File: config.mk
export PLATFORM = sky130hd
export DESIGN_NAME = muldiv_iter
export DESIGN_NICKNAME = d
export VERILOG_FILES = /design/src/rtl/muldiv_iter_pkg.sv /design/src/rtl/md_negate.sv /design/src/rtl/muldiv_iter.sv
export SDC_FILE = /design/constraint.sdc
export NUM_CORES = 1
export LEC_CHECK = 0
export ABC_AREA = 1
export CORE_MARGIN = 1
export CORE_UTILIZATION = 45
export CTS_BUF_LIST = sky130_fd_sc_hd__clkbuf_2 sky130_fd_sc_hd__clkbuf_4 sky130_fd_sc_hd__clkbuf_8
export DETAILED_ROUTE_END_ITERATION = 6
export PLACE_DENSITY = 0.73
export SYNTH_ARGS = -nofsm -noshare
export SYNTH_HDL_FRONTEND = slang
export SYNTH_SLANG_ARGS = --single-unit
File: constraint.sdc
create_clock -name clk_i -period 3.4 [get_ports clk_i]
set_input_delay 0.68 -clock clk_i [delete_from_list [all_inputs] [get_ports clk_i]]
set_output_delay 0.68 -clock clk_i [all_outputs]
set_load 0.005 [all_outputs]
File: src/rtl/muldiv_iter_pkg.sv
// Shared definitions for the iterative multiply/divide unit.
// Holds the M-extension funct3 op encodings, the FSM state encoding and
// small decode helpers used by muldiv_iter.
package muldiv_iter_pkg;

    typedef enum logic [2:0] {
        MD_MUL    = 3'b000,
        MD_MULH   = 3'b001,
        MD_MULHSU = 3'b010,
        MD_MULHU  = 3'b011,
        MD_DIV    = 3'b100,
        MD_DIVU   = 3'b101,
        MD_REM    = 3'b110,
        MD_REMU   = 3'b111
    } md_op_e;

    typedef enum logic [1:0] {
        ST_IDLE,
        ST_CALC,
        ST_FIXUP,
        ST_DONE
    } md_state_e;

    // rs1 is interpreted as signed for these ops
    function automatic logic op_a_signed(input md_op_e op);
        return (op == MD_MULH) || (op == MD_MULHSU) || (op == MD_DIV) || (op == MD_REM);
    endfunction

    // rs2 is interpreted as signed for these ops
    function automatic logic op_b_signed(input md_op_e op);
        return (op == MD_MULH) || (op == MD_DIV) || (op == MD_REM);
    endfunction

endpackage

File: src/rtl/md_negate.sv
// Conditional two's-complement negate of a W-bit value.
// Ports:
//   value_i  : operand
//   neg_i    : 1 = output -value_i, 0 = pass through
//   result_o : (possibly negated) value, modulo 2^W
module md_negate #(
    parameter int unsigned W = 32
) (
    input  logic [W-1:0] value_i,
    input  logic         neg_i,
    output logic [W-1:0] result_o
);

    assign result_o = neg_i ? ('0 - value_i) : value_i;

endmodule

File: src/rtl/muldiv_iter.sv
// Iterative RV32M/RV64M multiply-divide unit.
// Multiplies by unsigned shift-add (MUL_STEP multiplier bits per cycle),
// divides by restoring division (one quotient bit per cycle), then applies
// the sign fix-up in a single FIXUP cycle. Trivial operand combinations
// (zero multiplicand, divide by zero, signed overflow) bypass CALC.
// Ports:
//   clk_i    : clock, rising edge
//   rst_i    : asynchronous reset, active low
//   req_i    : request, operands valid while high
//   op_i     : funct3 op encoding (md_op_e)
//   a_i, b_i : rs1 / rs2 operands
//   flush_i  : abort the current op, return to IDLE
//   busy_o   : unit not idle
//   ready_o  : one-cycle pulse, result_o valid
//   result_o : registered result
module muldiv_iter
    import muldiv_iter_pkg::*;
#(
    parameter int unsigned XLEN     = 32,
    parameter int unsigned MUL_STEP = 1
) (
    input  logic            clk_i,
    input  logic            rst_i,
    input  logic            req_i,
    input  logic [2:0]      op_i,
    input  logic [XLEN-1:0] a_i,
    input  logic [XLEN-1:0] b_i,
    input  logic            flush_i,
    output logic            busy_o,
    output logic            ready_o,
    output logic [XLEN-1:0] result_o
);

    localparam int unsigned     CNT_W    = $clog2(XLEN);
    localparam logic [CNT_W-1:0] DIV_LOAD = CNT_W'(XLEN - 1);
    localparam logic [CNT_W-1:0] MUL_LOAD = CNT_W'(XLEN / MUL_STEP - 1);
    localparam logic [XLEN-1:0] MOST_NEG = {1'b1, {(XLEN-1){1'b0}}};

    md_state_e         state_q, state_d;
    md_op_e            op_q;
    logic              a_neg_q, b_neg_q;
    logic [XLEN-1:0]   opnd_q;     // multiplicand (mul) or divisor (div) magnitude
    logic [2*XLEN-1:0] acc_q;      // mul: {partial product, multiplier}; div: low half = dividend/quotient
    logic [XLEN-1:0]   rem_q;      // div partial remainder
    logic [CNT_W-1:0]  cnt_q;
    logic [XLEN-1:0]   result_q;

    // ------------------------------------------------------------------
    // Input decode
    // ------------------------------------------------------------------
    md_op_e          op_in;
    logic            a_neg_in, b_neg_in;
    logic [XLEN-1:0] a_abs, b_abs;
    logic            accept;
    logic            fast_hit;
    logic [XLEN-1:0] fast_val;

    assign op_in    = md_op_e'(op_i);
    assign a_neg_in = op_a_signed(op_in) & a_i[XLEN-1];
    assign b_neg_in = op_b_signed(op_in) & b_i[XLEN-1];
    assign accept   = (state_q == ST_IDLE) && req_i && !flush_i;

    md_negate #(.W(XLEN)) u_neg_a (.value_i(a_i), .neg_i(a_neg_in), .result_o(a_abs));
    md_negate #(.W(XLEN)) u_neg_b (.value_i(b_i), .neg_i(b_neg_in), .result_o(b_abs));

    always_comb begin
        fast_hit = 1'b0;
        fast_val = '0;
        if (!op_in[2]) begin
            if (a_i == '0 || b_i == '0) begin
                fast_hit = 1'b1;
            end
        end else if (b_i == '0) begin
            // op_in[1] selects REM/REMU
            fast_hit = 1'b1;
            fast_val = op_in[1] ? a_i : '1;
        end else if ((op_in == MD_DIV || op_in == MD_REM) && a_i == MOST_NEG && b_i == '1) begin
            fast_hit = 1'b1;
            fast_val = op_in[1] ? '0 : a_i;
        end
    end

    // ------------------------------------------------------------------
    // Iteration datapath
    // ------------------------------------------------------------------
    logic [XLEN+MUL_STEP-1:0] mul_part;
    logic [XLEN+MUL_STEP-1:0] mul_sum;
    logic [2*XLEN-1:0]        mul_next;

    // Add opnd * (low MUL_STEP multiplier bits) to the upper half, then
    // shift the whole accumulator right by MUL_STEP.
    always_comb begin
        mul_part = '0;
        for (int unsigned j = 0; j < MUL_STEP; j++) begin
            if (acc_q[j]) begin
                mul_part = mul_part + ({{MUL_STEP{1'b0}}, opnd_q} << j);
            end
        end
        mul_sum  = {{MUL_STEP{1'b0}}, acc_q[2*XLEN-1:XLEN]} + mul_part;
        mul_next = {mul_sum, acc_q[XLEN-1:MUL_STEP]};
    end

    logic [XLEN:0]   div_trial;
    logic [XLEN:0]   div_diff;
    logic            div_borrow;
    logic [XLEN-1:0] rem_next;
    logic [XLEN-1:0] quo_next;

    // Restoring step: the XLEN+1-bit trial remainder only lives here; the
    // stored remainder is always below the divisor and fits in XLEN bits.
    always_comb begin
        div_trial  = {rem_q, acc_q[XLEN-1]};
        div_diff   = div_trial - {1'b0, opnd_q};
        div_borrow = div_diff[XLEN];
        rem_next   = div_borrow ? div_trial[XLEN-1:0] : div_diff[XLEN-1:0];
        quo_next   = {acc_q[XLEN-2:0], ~div_borrow};
    end

    // ------------------------------------------------------------------
    // Sign fix-up
    // ------------------------------------------------------------------
    logic [2*XLEN-1:0] prod_fix;
    logic [XLEN-1:0]   quo_fix, rem_fix;
    logic [XLEN-1:0]   fix_val;

    md_negate #(.W(2*XLEN)) u_neg_prod (.value_i(acc_q), .neg_i(a_neg_q ^ b_neg_q), .result_o(prod_fix));
    md_negate #(.W(XLEN))   u_neg_quo  (.value_i(acc_q[XLEN-1:0]), .neg_i(a_neg_q ^ b_neg_q), .result_o(quo_fix));
    md_negate #(.W(XLEN))   u_neg_rem  (.value_i(rem_q), .neg_i(a_neg_q), .result_o(rem_fix));

    always_comb begin
        fix_val = '0;
        case (op_q)
            MD_MUL:                        fix_val = prod_fix[XLEN-1:0];
            MD_MULH, MD_MULHSU, MD_MULHU:  fix_val = prod_fix[2*XLEN-1:XLEN];
            MD_DIV, MD_DIVU:               fix_val = quo_fix;
            default:                       fix_val = rem_fix;
        endcase
    end

    // ------------------------------------------------------------------
    // FSM
    // ------------------------------------------------------------------
    always_ff @(posedge clk_i or negedge rst_i) begin
        if (!rst_i) begin
            state_q <= ST_IDLE;
        end else begin
            state_q <= state_d;
        end
    end

    always_comb begin
        state_d = state_q;
        case (state_q)
            ST_IDLE:  if (accept) state_d = fast_hit ? ST_DONE : ST_CALC;
            ST_CALC:  if (cnt_q == '0) state_d = ST_FIXUP;
            ST_FIXUP: state_d = ST_DONE;
            default:  state_d = ST_IDLE;
        endcase
        if (flush_i) begin
            state_d = ST_IDLE;
        end
    end

    // ------------------------------------------------------------------
    // Datapath registers
    // ------------------------------------------------------------------
    always_ff @(posedge clk_i or negedge rst_i) begin
        if (!rst_i) begin
            op_q     <= MD_MUL;
            a_neg_q  <= 1'b0;
            b_neg_q  <= 1'b0;
            opnd_q   <= '0;
            acc_q    <= '0;
            rem_q    <= '0;
            cnt_q    <= '0;
            result_q <= '0;
        end else begin
            case (state_q)
                ST_IDLE: begin
                    if (accept) begin
                        op_q    <= op_in;
                        a_neg_q <= a_neg_in;
                        b_neg_q <= b_neg_in;
                        if (fast_hit) begin
                            result_q <= fast_val;
                        end else begin
                            opnd_q <= op_in[2] ? b_abs : a_abs;
                            acc_q  <= {{XLEN{1'b0}}, (op_in[2] ? a_abs : b_abs)};
                            rem_q  <= '0;
                            cnt_q  <= op_in[2] ? DIV_LOAD : MUL_LOAD;
                        end
                    end
                end
                ST_CALC: begin
                    if (!flush_i) begin
                        if (op_q[2]) begin
                            acc_q[XLEN-1:0] <= quo_next;
                            rem_q           <= rem_next;
                        end else begin
                            acc_q <= mul_next;
                        end
                        cnt_q <= cnt_q - CNT_W'(1);
                    end
                end
                ST_FIXUP: begin
                    if (!flush_i) begin
                        result_q <= fix_val;
                    end
                end
                default: ;
            endcase
        end
    end

    assign busy_o   = (state_q != ST_IDLE);
    assign ready_o  = (state_q == ST_DONE);
    assign result_o = result_q;

endmodule

==> metrics.md, run 1 <==
| Metric | Value |
|---|---|
| DRT Pass-1 Iters | 6 |
| DP Worst Slack | 0.209 ns |
| # resized after CTS | 0 |
| HPWL after DPL | 67300 um |
| Fin crit share | 0.908 |
| Crit Path Class | flop to flop |
| Setup violators final | 0 |
| Die Area | 43800 um2 |
| Worst vdd ir | 0.449 mV |
| Final setup skew | 0.0406 ns |
| Initial DRC Count | 3456 |
| Startpoint Class | flop |
| Fillcell total | 4510 |
| Grt ovf | 0 |
| DRC Markers | 0 |
| Die Wd | 209 um |
| Worst-Margin Slew | 0.849 ns |
| Gr usage total | 0.378 |
| Starting density of the core | 0.458 |
| Later-pin clock latency in the skew report | 0.53 ns |
| RSZ-0062 raised after global routing | false |
| Vias/cell | 5.89 |
| Final setup margin | 0.313 ns |
| Routability cong. | 1.11 |
| Area growth from synthesis to layout | 11.9% |
| Share of flip-flops with an asynchronous set or reset | 1.00 |
| Setup TNS | 0 ns |
| Hold Buf Count CTS | 0 |
| Finished Layout Cells | 4064 |
| Post-route ant nets | 0 |
| Number of enable flip-flop cells after synthesis | 0 |
| Slowest Stage Delay on Critical Path | 0.62 ns |
| Area of the core | 42100 um2 |
| Post-Route Utilization | 0.513 |
| Initial antenna violation count | 1 |
| Synthesized cell area | 19300 um2 |
| Fin. max-slew vios | 0 |
| Fin. Hold Viols | 0 |
| Drt wl/cell | 20.4 um |
| Sink Count | 172 |
| Buffers on Ports | 104 |
| Distinct cells, synth | 46 |
| Crit path arrival time | 3.49 ns |
| Rel. slew slack | 0.434 |
| CP max stage cell | dfrtp_1 |
| Vias in the first global route | 21300 |
| Synthesized Nets | 3579 |
| Clk root buf | clkbuf_8 |
| CTS Buf Count | 17 |
| Clk slew on worst S/H paths | 0.10 ns |
| Seq/Total Area, Yosys | 0.223 |
| FF+latch count, synth | 172 |
| Diode count | 0 |
| Deepest clock path buffer count | 2 |
| Status | finished, final reports clean |
| Share of cells above drive strength 1 | 0.0451 |
| Ys flop type | dfrtp_1 |
| Peak Freq | 324 MHz |
| Post-layout net count | 3661 |
| CP most frequent cell | nand2_1 |
| Pwr/cell area | 741 nW/um2 |
| Syn Inst Count | 3431 |
| First-pass GRT wire length | 126000 um |
| # H-tree levels | 4 |
| DRT Wirelength | 83000 um |
| Multi-input combinational cell area | 13000 um2 |
| Via count | 23900 |
| Crit Path Max Fanout | 33 |
| Synth Warn # | 0 |
| Die H | 209 um |
| Row count | 75 |
| Syn_area_per_cell | 5.63 um2 |
| Max_cap viols | 0 |
| Critical-path cell list | inv_1 > ha_1 > fa_1 > inv_1 > nand2_1 > o21ai_2 > nand2_1 > nand2_1 > nand2_1 > nand2_1 > nand2_1 > nand2_1 > nand2_1 > nand2_2 > buf_12 > nand2_1 > nand3_1 > nand2_1 |
| CP Capture Type | flop |
| Storage cell area | 4300 um2 |
| Post-CTS setup buffer count | 0 |
| Leak | 11.2 nW |
| CTS tree | yes |
| Hold Path Class | input port to asynchronous set/reset pin |
| Min Tclk post-route | 3.09 ns |
| I/O pins | 105 |
| Largest net degree at the start of global routing | 80 |
| Placed Cells incl. Taps | 4033 |
| Req. time, crit path | 3.80 ns |
metrics by stage:
| step | power (W) | instance area (um2) | hold WS (ns) |
|---|---|---|---|
| 4_1_cts | 0.0155 | 21600 | 0.0888 |
| 3_3_place_gp | 0.0138 | 21200 | 0.472 |
| 2_1_floorplan | 0.0100 | 19300 | 0.384 |
| 5_1_grt | 0.0171 | 21600 | 0.111 |
| 3_5_place_dp | 0.0138 | 21200 | 0.467 |
| 6_report | 0.0160 | 21600 | 0.104 |
per-layer routing:
| metal | global-route usage | up-vias | share of wire |
|---|---|---|---|
| li1 | - | 11300 | - |
| met1 | 0.533 | 11000 | 0.42 |
| met2 | 0.545 | 1484 | 0.41 |
| met3 | 0.0899 | 192 | 0.13 |
| met4 | 0.169 | 2 | 0.048 |
| met5 | 0 | - | 0.00016 |
state kept, by name, indices dropped and copies added (netlist names):
| signal | flops |
|---|---|
| acc_q | 64 |
| opnd_q | 32 |
| rem_q | 32 |
| result_o | 32 |
| cnt_q | 5 |
| op_q | 3 |
| state_q | 2 |
| a_neg_q | 1 |
| b_neg_q | 1 |
worst max-delay path: cells and delay by family (launching register included):
family	cells	cell delay (ns)
AND/OR/NAND/NOR	12	1.12
adder cells (fa/ha/maj)	2	0.65
flip-flops	1	0.62
buffers and inverters	3	0.43
AO/OA/AOI/OAI	1	0.14
worst paths after layout:
kind | end | slack (ns) | depth (start not counted) | start
setup / recovery | rem_q[8]$_DFFE_PN0P_ | 0.31 | 18 | acc_q[31]$_DFFE_PN0P_
hold / removal | state_q[0]$_DFFE_PN0P_ | 0.10 | 1 | rst_i
setup reg to reg | rem_q[8]$_DFFE_PN0P_ | 0.31 | 18 | acc_q[31]$_DFFE_PN0P_
hold reg to reg | result_o[15]$_DFFE_PN0P_ | 0.49 | 2 | result_o[15]$_DFFE_PN0P_
max in group asynchronous | result_o[1]$_DFFE_PN0P_ | 2.47 | 2 | rst_i
min in group clk_i | result_o[15]$_DFFE_PN0P_ | 0.49 | 2 | result_o[15]$_DFFE_PN0P_
where the power goes:
part           leakage (nW)  total [W]  internal (W)  switching [W]
sequential             2.21    0.00387       0.00278        0.00109
combinational          8.78     0.0104       0.00330        0.00714
clock                 0.218    0.00171      0.000814       0.000894
total                  11.2     0.0160       0.00689        0.00913
final cells by class:
cell class | instances | share of cell area
clock buffer | 17 | 0.0108
clock inverter | 14 | 0.00979
inverter | 385 | 0.0670
multi-input combinational | 2762 | 0.603
sequential | 172 | 0.199
tap | 539 | 0.0312
timing repair buffer | 175 | 0.0790
synth_stat cells, types with 19 or more instances:
| cell | number | area share |
|---|---|---|
| nand4_1 | 52 | 0.017 |
| o22ai_1 | 22 | 0.0071 |
| a21oi_1 | 155 | 0.040 |
| buf_2 | 43 | 0.011 |
| dfrtp_1 | 172 | 0.22 |
| nand3b_1 | 19 | 0.0074 |
| xor2_1 | 26 | 0.012 |
| ha_1 | 75 | 0.049 |
| nand3_1 | 410 | 0.11 |
| inv_1 | 374 | 0.073 |
| nand2_1 | 1130 | 0.22 |
| o21ai_0 | 201 | 0.052 |
| nor2_1 | 454 | 0.088 |
| nor3_1 | 41 | 0.011 |
| o21ai_1 | 52 | 0.013 |
| clkbuf_1 | 49 | 0.0095 |
cells in the final DEF, fill, tap and decap left out, drive strengths merged, types with 4 or more instances in the layout:
cell | Yosys | final
nand2 | 1140 | 1140
nor2 | 467 | 467
nand3 | 416 | 416
inv | 383 | 387
o21ai | 255 | 255
dfrtp | 172 | 172
a21oi | 155 | 155
clkdlybuf4s50 | 0 | 102
ha | 75 | 75
buf | 63 | 73
nand4 | 52 | 52
nor3 | 43 | 43
xor2 | 26 | 26
o22ai | 22 | 22
nand3b | 19 | 19
a22oi | 18 | 18
clkbuf | 49 | 17
xnor2 | 16 | 16
o211ai | 15 | 15
or2 | 9 | 9
o21bai | 6 | 6
o21a | 6 | 6
clkinv | 2 | 6
o2111ai | 5 | 5
a21o | 4 | 4
bufinv | 0 | 4
cell families (layout without fill, tap and decap cells):
kind of cell    after synthesis  count (layout)  share of synthesized area
compound gates              492             492                      0.137
xor+xnor                     42              42                     0.0190
fa+ha+maj                    77              77                     0.0507
buf+inv                     497             591                      0.103
flops                       172             172                      0.223
simple gates               2151            2151                      0.467
Note: power is estimated with default switching activity, not from simulation.
==> run 2, diff against run 1 <==
--- a/config.mk
+++ b/config.mk
@@ -11,6 +11,7 @@
 export CTS_BUF_LIST = sky130_fd_sc_hd__clkbuf_2 sky130_fd_sc_hd__clkbuf_4 sky130_fd_sc_hd__clkbuf_8
 export DETAILED_ROUTE_END_ITERATION = 6
 export PLACE_DENSITY = 0.73
+export SLEW_MARGIN = 20
 export SYNTH_ARGS = -nofsm -noshare
 export SYNTH_HDL_FRONTEND = slang
 export SYNTH_SLANG_ARGS = --single-unit
==> results of run 2 <==
The final DEF is identical to that of run 1; final timing and power are the same.
